File: src/rtl/dif_nth.sv
// Backward finite difference of order 0..3 on a signed sample stream, one sample per 3 cycles.
// Optional DIF_SAT_EN: clamp narrowed results to the OUT_W signed range and add the dif_sat flag.
//
// state | meaning
// IDLE  | waiting for en_dif; latch sample and order
// CALC  | compute difference, shift history, raise dif_finish
// DONE  | drop dif_finish, return to IDLE
module dif_nth #(
  parameter int DATA_W = 13,
  parameter int OUT_W  = 16
) (
  input  logic                     clk,
  input  logic                     rst,
  input  logic                     en_dif,
  input  logic [1:0]               dif_order,
  input  logic                     clr,
  input  logic signed [DATA_W-1:0] current_data,
  output logic signed [OUT_W-1:0]  dif_data,
  output logic                     dif_finish,
`ifdef DIF_SAT_EN
  output logic                     dif_sat,
`endif
  output logic                     dif_valid
);

  localparam int FULL_W = DATA_W + 3;

  typedef enum logic [1:0] {IDLE, CALC, DONE} state_t;

  state_t state, state_nxt;

  logic signed [DATA_W-1:0] x0, x1, x2, x3;
  logic [1:0]               ord;
  logic [1:0]               fill;

  logic signed [FULL_W-1:0] e0, e1, e2, e3;
  logic signed [FULL_W-1:0] diff;
  logic signed [OUT_W-1:0]  res_out;
`ifdef DIF_SAT_EN
  logic                     sat_hit;
`endif

  assign e0 = {{3{x0[DATA_W-1]}}, x0};
  assign e1 = {{3{x1[DATA_W-1]}}, x1};
  assign e2 = {{3{x2[DATA_W-1]}}, x2};
  assign e3 = {{3{x3[DATA_W-1]}}, x3};

  // FULL_W holds the worst case 8 * 2^(DATA_W-1), so intermediate wrap cancels out
  always_comb begin
    diff = e0;
    case (ord)
      2'd0: diff = e0;
      2'd1: diff = e0 - e1;
      2'd2: diff = e0 - (e1 <<< 1) + e2;
      default: diff = e0 - ((e1 <<< 1) + e1) + ((e2 <<< 1) + e2) - e3;
    endcase
  end

  generate
    if (OUT_W == FULL_W) begin : g_same
      assign res_out = diff;
`ifdef DIF_SAT_EN
      assign sat_hit = 1'b0;
`endif
    end else if (OUT_W > FULL_W) begin : g_ext
      assign res_out = {{(OUT_W-FULL_W){diff[FULL_W-1]}}, diff};
`ifdef DIF_SAT_EN
      assign sat_hit = 1'b0;
`endif
    end else begin : g_narrow
`ifdef DIF_SAT_EN
      logic top_ones, top_zeros, ovf;
      assign top_ones  = &diff[FULL_W-1:OUT_W-1];
      assign top_zeros = ~|diff[FULL_W-1:OUT_W-1];
      assign ovf       = ~(top_ones | top_zeros);
      assign res_out   = !ovf ? diff[OUT_W-1:0] :
                         diff[FULL_W-1] ? {1'b1, {(OUT_W-1){1'b0}}} :
                                          {1'b0, {(OUT_W-1){1'b1}}};
      assign sat_hit   = ovf;
`else
      assign res_out = OUT_W'(diff);
`endif
    end
  endgenerate

  always_comb begin
    state_nxt = state;
    if (clr) begin
      state_nxt = IDLE;
    end else begin
      case (state)
        IDLE:    if (en_dif) state_nxt = CALC;
        CALC:    state_nxt = DONE;
        DONE:    state_nxt = IDLE;
        default: state_nxt = IDLE;
      endcase
    end
  end

  always_ff @(posedge clk or posedge rst) begin
    if (rst) begin
      state      <= IDLE;
      x0         <= '0;
      x1         <= '0;
      x2         <= '0;
      x3         <= '0;
      ord        <= 2'd3;
      fill       <= 2'd0;
      dif_data   <= '0;
      dif_finish <= 1'b0;
      dif_valid  <= 1'b0;
`ifdef DIF_SAT_EN
      dif_sat    <= 1'b0;
`endif
    end else begin
      state <= state_nxt;
      if (clr) begin
        x1         <= '0;
        x2         <= '0;
        x3         <= '0;
        fill       <= 2'd0;
        dif_finish <= 1'b0;
        dif_valid  <= 1'b0;
`ifdef DIF_SAT_EN
        dif_sat    <= 1'b0;
`endif
      end else begin
        case (state)
          IDLE: begin
            dif_finish <= 1'b0;
            if (en_dif) begin
              x0  <= current_data;
              ord <= dif_order;
              // an order change restarts warm-up but keeps the history
              if (dif_order != ord) fill <= 2'd0;
            end
          end
          CALC: begin
            dif_data   <= res_out;
            dif_valid  <= (fill >= ord);
            fill       <= (fill == 2'd3) ? 2'd3 : fill + 2'd1;
            x3         <= x2;
            x2         <= x1;
            x1         <= x0;
            dif_finish <= 1'b1;
`ifdef DIF_SAT_EN
            dif_sat    <= sat_hit;
`endif
          end
          default: begin
            dif_finish <= 1'b0;
`ifdef DIF_SAT_EN
            dif_sat    <= 1'b0;
`endif
          end
        endcase
      end
    end
  end

endmodule

File: config.mk
export PLATFORM = sky130hd
export DESIGN_NAME = dif_nth
export DESIGN_NICKNAME = d
export VERILOG_FILES = /design/src/rtl/dif_nth.sv
export SDC_FILE = /design/constraint.sdc
export NUM_CORES = 1
export LEC_CHECK = 0
export CORE_MARGIN = 5
export CORE_UTILIZATION = 54
export CTS_CLUSTER_DIAMETER = 60
export DETAILED_ROUTE_END_ITERATION = 6
export GPL_TIMING_DRIVEN = 0
export PLACE_DENSITY = 0.73
export SYNTH_ARGS = -nofsm -noshare
export SYNTH_HDL_FRONTEND = slang
export SYNTH_SLANG_ARGS = --single-unit
export TNS_END_PERCENT = 5
File: constraint.sdc
create_clock -name clk -period 8 [get_ports clk]
set_clock_uncertainty 0.1 [all_clocks]
set_input_delay 1.2 -clock clk [delete_from_list [all_inputs] [get_ports clk]]
set_output_delay 1.2 -clock clk [all_outputs]
set_load 0.02 [all_outputs]
* Yosys cells after proc, flatten, opt, wreduce, memory -nomap -nowiden
Cells that the tools add are included.
** Word-level totals
- Bits in registers :: 76
- Logic and storage cells :: 54
- Output and inout bits :: 18
- Input port bits :: 19
** Operators by class
- Mux-type cells :: 19
- Reductions and logical operators :: 7
- Order comparisons :: 1
- Add/sub/neg operators :: 9
- Bitwise gates (word level) :: 1
- Equality and inequality tests :: 7
** Operators with widths (count)
- $mux W13 :: 6
- $pmux W16 S3 :: 1
- $add A14 B13 Y15 :: 2
- $add A15 B13 Y16 :: 1
- $add A16 B15 Y16 :: 1
- $sub A13 B15 Y16 :: 1
- $sub A16 B13 Y16 :: 1
- $sub A13 B14 Y15 :: 1
- $sub A13 B13 Y14 :: 1
- $mux W2 :: 6
- $pmux W2 S2 :: 2
- $ne A3 B3 Y1 const B :: 2
- $reduce_and A3 Y1 :: 2
- $eq A2 B1 Y1 const B :: 2
- $eq A2 B2 Y1 const B :: 2
- $logic_not A2 Y1 :: 2
- $mux W1 :: 4
- $reduce_bool A3 Y1 :: 1
- $add A2 B1 Y2 const B :: 1
- $ge A2 B2 Y1 :: 1
- $ne A2 B2 Y1 :: 1
- $reduce_and A2 Y1 :: 1
- $reduce_bool A2 Y1 :: 1
- $not A1 Y1 :: 1

* Longest topological paths before layout
Gate-level depths: netlist (run 1).
- Word-level depth :: 5
- Gate-level depth with buffers :: 17
- Depth with buffers taken out :: 17

* Least setup slack after synthesis (run 1)
No wires, ideal clock.
- Path type :: register to register
- Start point :: register x1[1]
- End point :: register dif_data[8]
- Stages on the path, launching flop included :: 15
- Data required time :: 7.823 ns
- Slack :: 3.905 ns
- Library setup time :: 0.077 ns
- Period minus slack after synthesis :: 4.095 ns
- Arrival time :: 3.917 ns
- Path buffers :: 0
- Path through :: dfrtp_1 -> inv_1 -> fa_1 -> fa_1 -> inv_1 -> fa_1 -> inv_1 -> ha_1 -> a211oi_1 -> nor2_2 -> o31ai_4 -> a21oi_1 -> xnor2_1 -> mux4_2 -> a21oi_1
** On the way
- Cells in the longest elaborated chain, start to end :: 5
- Elaborated cells between the ends (all ways) :: 8
- Classes of those cells :: 7 x add/sub; 1 x mux
** RTL lines
- start, declared :: line 32 : logic signed [DATA_W-1:0] x0, x1, x2, x3;
- start signal, assigned :: line 104 : x1 <= '0;
- start signal, assigned :: line 118 : x1 <= '0;
- start signal, assigned :: line 144 : x1 <= x0;
- $add A14 B13 Y15 :: line 55 : default: diff = e0 - ((e1 <<< 1) + e1) + ((e2 <<< 1) + e2) - e3;
- $sub A13 B15 Y16 :: line 55
- $add A16 B15 Y16 :: line 55
- $sub A16 B13 Y16 :: line 55
- $pmux W16 S3 * :: line 51 : case (ord)
- end signal, assigned :: line 139 : dif_data <= res_out;
- end, declared :: line 18 : output logic signed [OUT_W-1:0] dif_data,
Every way passes the cells marked *; elsewhere a longest branch is shown, timed or not.
A chain may end at the register's enable or synchronous reset.

* Final worst setup path (run 1)
Same ends and word-level chain as after synthesis.

==> results of run 1 <==
-- cells by family (layout without fill, tap and decap cells) --
| kind of cell | Yosys count | after routing | share of synthesized area, % |
|---|---|---|---|
| xor gates and xnor gates | 27 | 27 | 3.38 |
| AOI/OAI and AO/OA | 198 | 198 | 18.3 |
| DFF | 76 | 76 | 27.2 |
| and+or+nand+nor | 173 | 173 | 11.3 |
| muxes | 14 | 14 | 3.09 |
| adders and majority gates | 115 | 115 | 27.6 |
| buffers and inverters | 168 | 221 | 9.05 |
-- cell usage in the layout (no fill, tap or decap), drive strengths merged, types with 7 or more instances in the layout --
cell type and instances:
a21o 15, xor2 14, a21oi 33, xnor2 13, nand2b 7, clkbuf 32, nand3 8, ha 49
o21ai 79, o21a 11, nor2 39, a31oi 7, nand2 77, dfrtp 74, nor2b 11, fa 66
a211oi 9, inv 143, clkdlybuf4s50 36
-- worst paths after layout --
| kind | slack [ns] | end | start | cells after the start |
|---|---|---|---|---|
| setup / recovery | 3.51 | dif_data[8] | x1[1] | 14 |
| hold / removal | 0.38 | x2[8] | x2[8] | 2 |
| setup reg to reg | 3.51 | dif_data[8] | x1[1] | 14 |
| hold reg to reg | 0.38 | x2[8] | x2[8] | 2 |
| max in group asynchronous | 6.04 | ord[0] | rst | 3 |
| min in group asynchronous | 1.11 | fill[1] | rst | 2 |
-- routing by layer --
| layer | part of all wire (%) | vias to the layer above | wire, µm |
|---|---|---|---|
| li1 | - | 2658 | - |
| met4 | 3.0 | 0 | 573 |
| met3 | 6.4 | 34 | 1210 |
| met5 | 0 | - | 0 |
| met1 | 42 | 2823 | 7940 |
| met2 | 48 | 161 | 9120 |
-- final cells by class --
class / count / area [µm²]
multi-input combinational: 527 / 4460
sequential: 76 / 1900
clock buffer: 10 / 229
buffer: 25 / 96.3
timing repair buffer: 37 / 388
clock inverter: 6 / 88.8
tap: 172 / 215
fill: 1109 / 4750
inverter: 143 / 539
-- power groups by stage --
stage,registers (mW),logic (mW),clock network (mW)
2_1_floorplan,0.533,0.936,0
3_3_place_gp,0.500,1.30,0
3_5_place_dp,0.502,1.33,0
4_1_cts,0.496,1.34,0.452
5_1_grt,0.503,1.50,0.467
6_report,0.495,1.35,0.443
-- worst max-delay path: stages, from the launching register on --
cell and delay [ns]:
dfrtp_1 0.44, inv_1 0.16, fa_1 0.54, fa_1 0.56, inv_1 0.07, fa_1 0.59
inv_1 0.06, ha_1 0.30, a211oi_1 0.27, nor2_2 0.10, o31ai_4 0.27, a21oi_1 0.15
xnor2_1 0.14, mux4_2 0.49, a21oi_1 0.16
-- per-stage QoR --
| step | setup slack [ns] | power [mW] | utilization [%] |
|---|---|---|---|
| after floorplan | 3.91 | 1.47 | - |
| after global routing | 3.34 | 2.47 | 62.5 |
| after detailed placement | 3.52 | 1.83 | 60.0 |
| after global placement | 3.47 | 1.80 | 59.8 |
| after CTS | 3.51 | 2.29 | 62.5 |
| final | 3.51 | 2.29 | 62.5 |
-- flip-flops by register name (all words and copies together) (netlist names) --
signal,cells
ord,2
x3,13
dif_valid,1
x2,13
state,2
x0,13
fill,2
dif_data,16
x1,13
dif_finish,1
==> impl_metrics.csv, run 1 <==
group,metric,value,unit
placed_design,gp_congestion,0.934,
cts,cts.sinks,76,
timing,hold_viol_final,0,
cts,h-tree-depth,3,
floorplanning,fp.dieW,124,µm
detailed_routing,vias_per_cell,5.70,
placed_design,dp_cells,980,
placed_design,port_buffers,36,
synthesis,synthArstFlopShare,100,%
min_path,hold_path.class,"flop to flop",
synthesis,synth_top_area_share,26.5,%
setup_path,cp.arrival,4.66,ns
timing,rsz0062_at_grt,"false",
status,outcome,"completed",
cts,cts_setup_buffers,0,
cts,path_clk_slew,0.06,ns
detailed_routing,routedWlPerCell,18.9,µm
floorplanning,die_area,15300,µm²
cells_and_area,drive_above_1_share,5.70,%
detailed_routing,vias,5676,
cells_and_area,stdcell_count,996,
detailed_routing,wirelength,18800,µm
global_route,grt_use_met1,35.6,%
floorplanning,rows,41,
detailed_routing,drc,0,
global_route,first_global_vias,5806,
setup_path,cp.required,8.17,ns
synthesis,synthTopCellsByCount,"143 x inv_1, 77 x nand2_1, 76 x o21ai_0",
synthesis,synthTopCellsByArea,"dfrtp_1 26%, fa_1 19%, ha_1 8.8%",
cells_and_area,area_delta_synth_final,13.2,%
cts,cts_resized,0,
cts,cts_tree,"done",
detailed_routing,ant_nets,0,
timing,relSlewSlack,40.3,%
global_route,use_met2,43.8,%
timing,post-route-period-util,56.1,%
cells_and_area,final_nets,953,
cells_and_area,finalInstanceArea,7920,µm²
global_route,grt-ovfl-total,0,
timing,period_minus_slack,4.49,ns
setup_path,crit_path_end_kind,"flop",
global_route,grt_usage,26.8,%
global_route,gr-max-usage-layer,"met2",
setup_path,cp_max_fo,5,
synthesis,yosysMostFrequentCell,"inv_1",
timing,fmax,223,MHz
power_and_ir_drop,intPower,1.30,mW
cells_and_area,antennaDiodeCount,0,
timing,drv_slew,0,
synthesis,synth_cell_types,66,
cts,root_buffer,"clkbuf_16",
timing,timing.setup.tns,0,ns
synthesis,yosys_most_used_dff,"dfrtp_1",
timing,setup_viol,0,
job,maxCapViolCount,0,
synthesis,synth_top_cell_by_area,"dfrtp_1",
placed_design,dp_hpwl,14600,µm
synthesis,synthesis.area,7000,µm²
cts,clk-insertion-delay-late,0.35,ns
timing,worst_pin_slew,0.895,ns
global_route,grt_max_degree,47,
power_and_ir_drop,switching_share,43.0,%
synthesis,syn_inst,771,
power_and_ir_drop,pwr-share-seq,21.6,%
floorplanning,core,12700,µm²
cts,cts_hold_buffers,0,
global_route,grt_use_met3,5.31,%
power_and_ir_drop,p_per_area,289,nW/µm²
synthesis,yosys_warnings,0,
power_and_ir_drop,ir_drop,0.167,mV
setup_path,start_kind,"flop",
power_and_ir_drop,leakage,3.54,nW
floorplanning,initial_utilization,55.2,%
placed_design,place_area,7600,µm²
cts,clockBufferDepth,2,
detailed_routing,first_iter_violations,426,
synthesis,syn_nets,905,
floorplanning,pin_count,37,
synthesis,ys_ff_latch,76,
power_and_ir_drop,switching_power,0.985,mW
power_and_ir_drop,clkPwrFrac,19.4,%
synthesis,yosysSeqAreaShare,27.2,%
floorplanning,dieHeight,124,µm
global_route,antenna_found_initial,0,
synthesis,synth-edff-count,0,
cts,cts_buffers,9,
global_route,grt_pass1_wl,30800,µm
setup_path,crit_type,"flop to flop",
power_and_ir_drop,comb_power_share,59.0,%
timing,fin_hold_ws,0.378,ns
synthesis,avgSynthCellArea,9.07,µm²
detailed_routing,drt_pass1_iterations,5,
No activity file was read; power rests on OpenSTA's default activity.
==> run 2: changes to the inputs <==
- clock period: 8 -> 4.4 ns (I/O delays scaled with it)
==> run 2 against run 1 <==
Effect of this change:
- via count grew 0.12%
- routed wire length is 1.2% higher
- non-clock buffer count is 7 higher
- final area increased by 1.2%
- setup slack got worse by 3.4 ns
- clock-buffer cell count is the same
- global-route usage is essentially flat
- worst hold slack better by 0.00088 ns
- sequential power grew 82%
- register-to-register slack worse by 3.4 ns
- total power increased by 86%
- critical path type unchanged
- critical endpoint unchanged
==> impl_metrics.csv, run 2 (synthesis gave the netlist of run 1 again) <==
group,metric,value,unit
status,outcome,"completed",
cells_and_area,antennaDiodeCount,0,
setup_path,cp_max_fo,5,
detailed_routing,ant_nets,0,
setup_path,reg2reg_slack,0.09,ns
floorplanning,initial_utilization,55.2,%
detailed_routing,routedWlPerCell,19.0,µm
min_path,hold_start,"x2[8]",
floorplanning,core,12700,µm²
cts,h-tree-depth,3,
floorplanning,rows,41,
detailed_routing,route.met3.wl,1140,µm
placed_design,place_area,7600,µm²
timing,relSlewSlack,39.3,%
setup_path,crit_path_start,"x1[2]",
power_and_ir_drop,comb_power_share,59.8,%
cts,clockBufferDepth,2,
detailed_routing,first_iter_violations,400,
power_and_ir_drop,switching_share,43.3,%
setup_path,cp.arrival,4.48,ns
cells_and_area,largest_reg_flops,16,
power_and_ir_drop,leakage,3.58,nW
detailed_routing,highest_layer,"met4",
detailed_routing,met1_length,8130,µm
cts,root_buffer,"clkbuf_16",
detailed_routing,drc,0,
detailed_routing,vias_per_cell,5.67,
cts,path_clk_slew,0.06,ns
setup_path,crit_type,"flop to flop",
global_route,grt_max_degree,47,
cts,cts.sinks,76,
floorplanning,dieHeight,124,µm
power_and_ir_drop,p_per_area,530,nW/µm²
detailed_routing,drt_pass1_iterations,5,
global_route,grt_pass1_wl,30800,µm
global_route,grt-ovfl-total,0,
min_path,hold_path.class,"flop to flop",
cells_and_area,finish.utilization,63.2,%
timing,worst_pin_slew,0.910,ns
setup_path,start_kind,"flop",
cells_and_area,area_delta_synth_final,14.5,%
cells_and_area,drive_above_1_share,8.78,%
setup_path,crit_end,"dif_data[8]",
power_and_ir_drop,ir_drop,0.309,mV
timing,post-route-period-util,97.9,%
placed_design,gp_congestion,0.934,
setup_path,cp.required,4.57,ns
detailed_routing,wirelength,19100,µm
timing,hold_viol_final,0,
cells_and_area,final_cell_mix,"131 x inv_1, 77 x nand2_1, 76 x o21ai_0",
setup_path,r2r_start,"x1[2]",
detailed_routing,wl_met2,9260,µm
floorplanning,fp.dieW,124,µm
timing,setup_viol,0,
timing,period_minus_slack,4.31,ns
cells_and_area,largest-register,"dif_data",
placed_design,port_buffers,36,
job,maxCapViolCount,0,
global_route,antenna_found_initial,0,
placed_design,dp_hpwl,14600,µm
timing,drv_slew,0,
power_and_ir_drop,intPower,2.41,mW
global_route,first_global_vias,5813,
power_and_ir_drop,switching_power,1.84,mW
power_and_ir_drop,pwr-share-seq,21.2,%
timing,fmax,232,MHz
cells_and_area,mostFrequentLayoutCell,"inv_1",
cts,clk-insertion-delay-late,0.35,ns
global_route,grt_usage,26.8,%
detailed_routing,vias,5683,
floorplanning,die_area,15300,µm²
floorplanning,pin_count,37,
setup_path,crit_path_end_kind,"flop",
cells_and_area,finalInstanceArea,8010,µm²
setup_path,rr_endpoint,"dif_data[8]",
cts,cts_tree,"done",
cells_and_area,final_nets,960,
setup_path,reg2regPathDepth,14,
cts,cts_buffers,9,
power_and_ir_drop,clkPwrFrac,19.0,%
run 2: per-stage QoR:
step / setup slack (ns) / total power, mW / TNS [ns] / hold slack [ns] / instances
global placement: 0.0278 / 3.27 / 0 / 0.358 / 979
global route: -0.0213 / 4.56 / -0.0347 / 0.408 / 1003
detailed placement: -0.0819 / 3.32 / -0.0819 / 0.370 / 980
floorplan: 0.305 / 2.67 / 0 / 0.350 / 771
finish: 0.0907 / 4.24 / 0 / 0.379 / 1003
CTS: 0.0232 / 4.16 / 0 / 0.384 / 997
run 2: power groups by stage:
stage / combinational [mW] / clock, mW / sequential [mW]
floorplan: 1.70 / 0 / 0.969
global placement: 2.36 / 0 / 0.909
detailed placement: 2.41 / 0 / 0.913
CTS: 2.44 / 0.821 / 0.901
global route: 2.80 / 0.849 / 0.913
finish: 2.54 / 0.806 / 0.899
run 2: layer usage:
layer,global-route usage [%],vias up
met1,35.5,2817
met3,5.31,32
met2,43.8,167
li1,-,2667
met5,0,-
met4,9.48,0
run 2: worst min-delay path by stage:
stage,depth (start not counted),endpoint,slack [ns]
2_1_floorplan,2,x2[10],0.35
3_3_place_gp,2,dif_data[4],0.36
4_1_cts,2,x3[2],0.38
6_report,2,x2[8],0.38
5_1_grt,2,x3[8],0.41
3_5_place_dp,2,x3[2],0.37
run 2: area by class of cell:
class	instances	area [µm²]
Buffer	25	96.3
Fill cell	1099	4660
Clock inverter	6	88.8
Inverter	143	539
Clock buffer	10	229
Sequential cell	76	1900
Tap cell	172	215
Timing Repair Buffer	44	440
Multi-Input combinational cell	527	4500
run 2: worst max-delay path, cell delays in order (launching register included):
cell      delay [ns]
dfrtp_1         0.41
inv_2           0.12
fa_1            0.47
fa_1            0.56
inv_1           0.07
fa_1            0.54
inv_1           0.06
ha_1            0.32
a211oi_2        0.24
nor2_2          0.10
o31ai_4         0.31
a21oi_1         0.15
xnor2_1         0.14
mux4_2          0.49
a21oi_1         0.16
run 2: timing repair:
action	CTS	global route
pin swaps	0	6
setup buffers	1	6
gates resized for setup	1	19
hold buffers	0	0
endpoints found under the setup margin	2	8
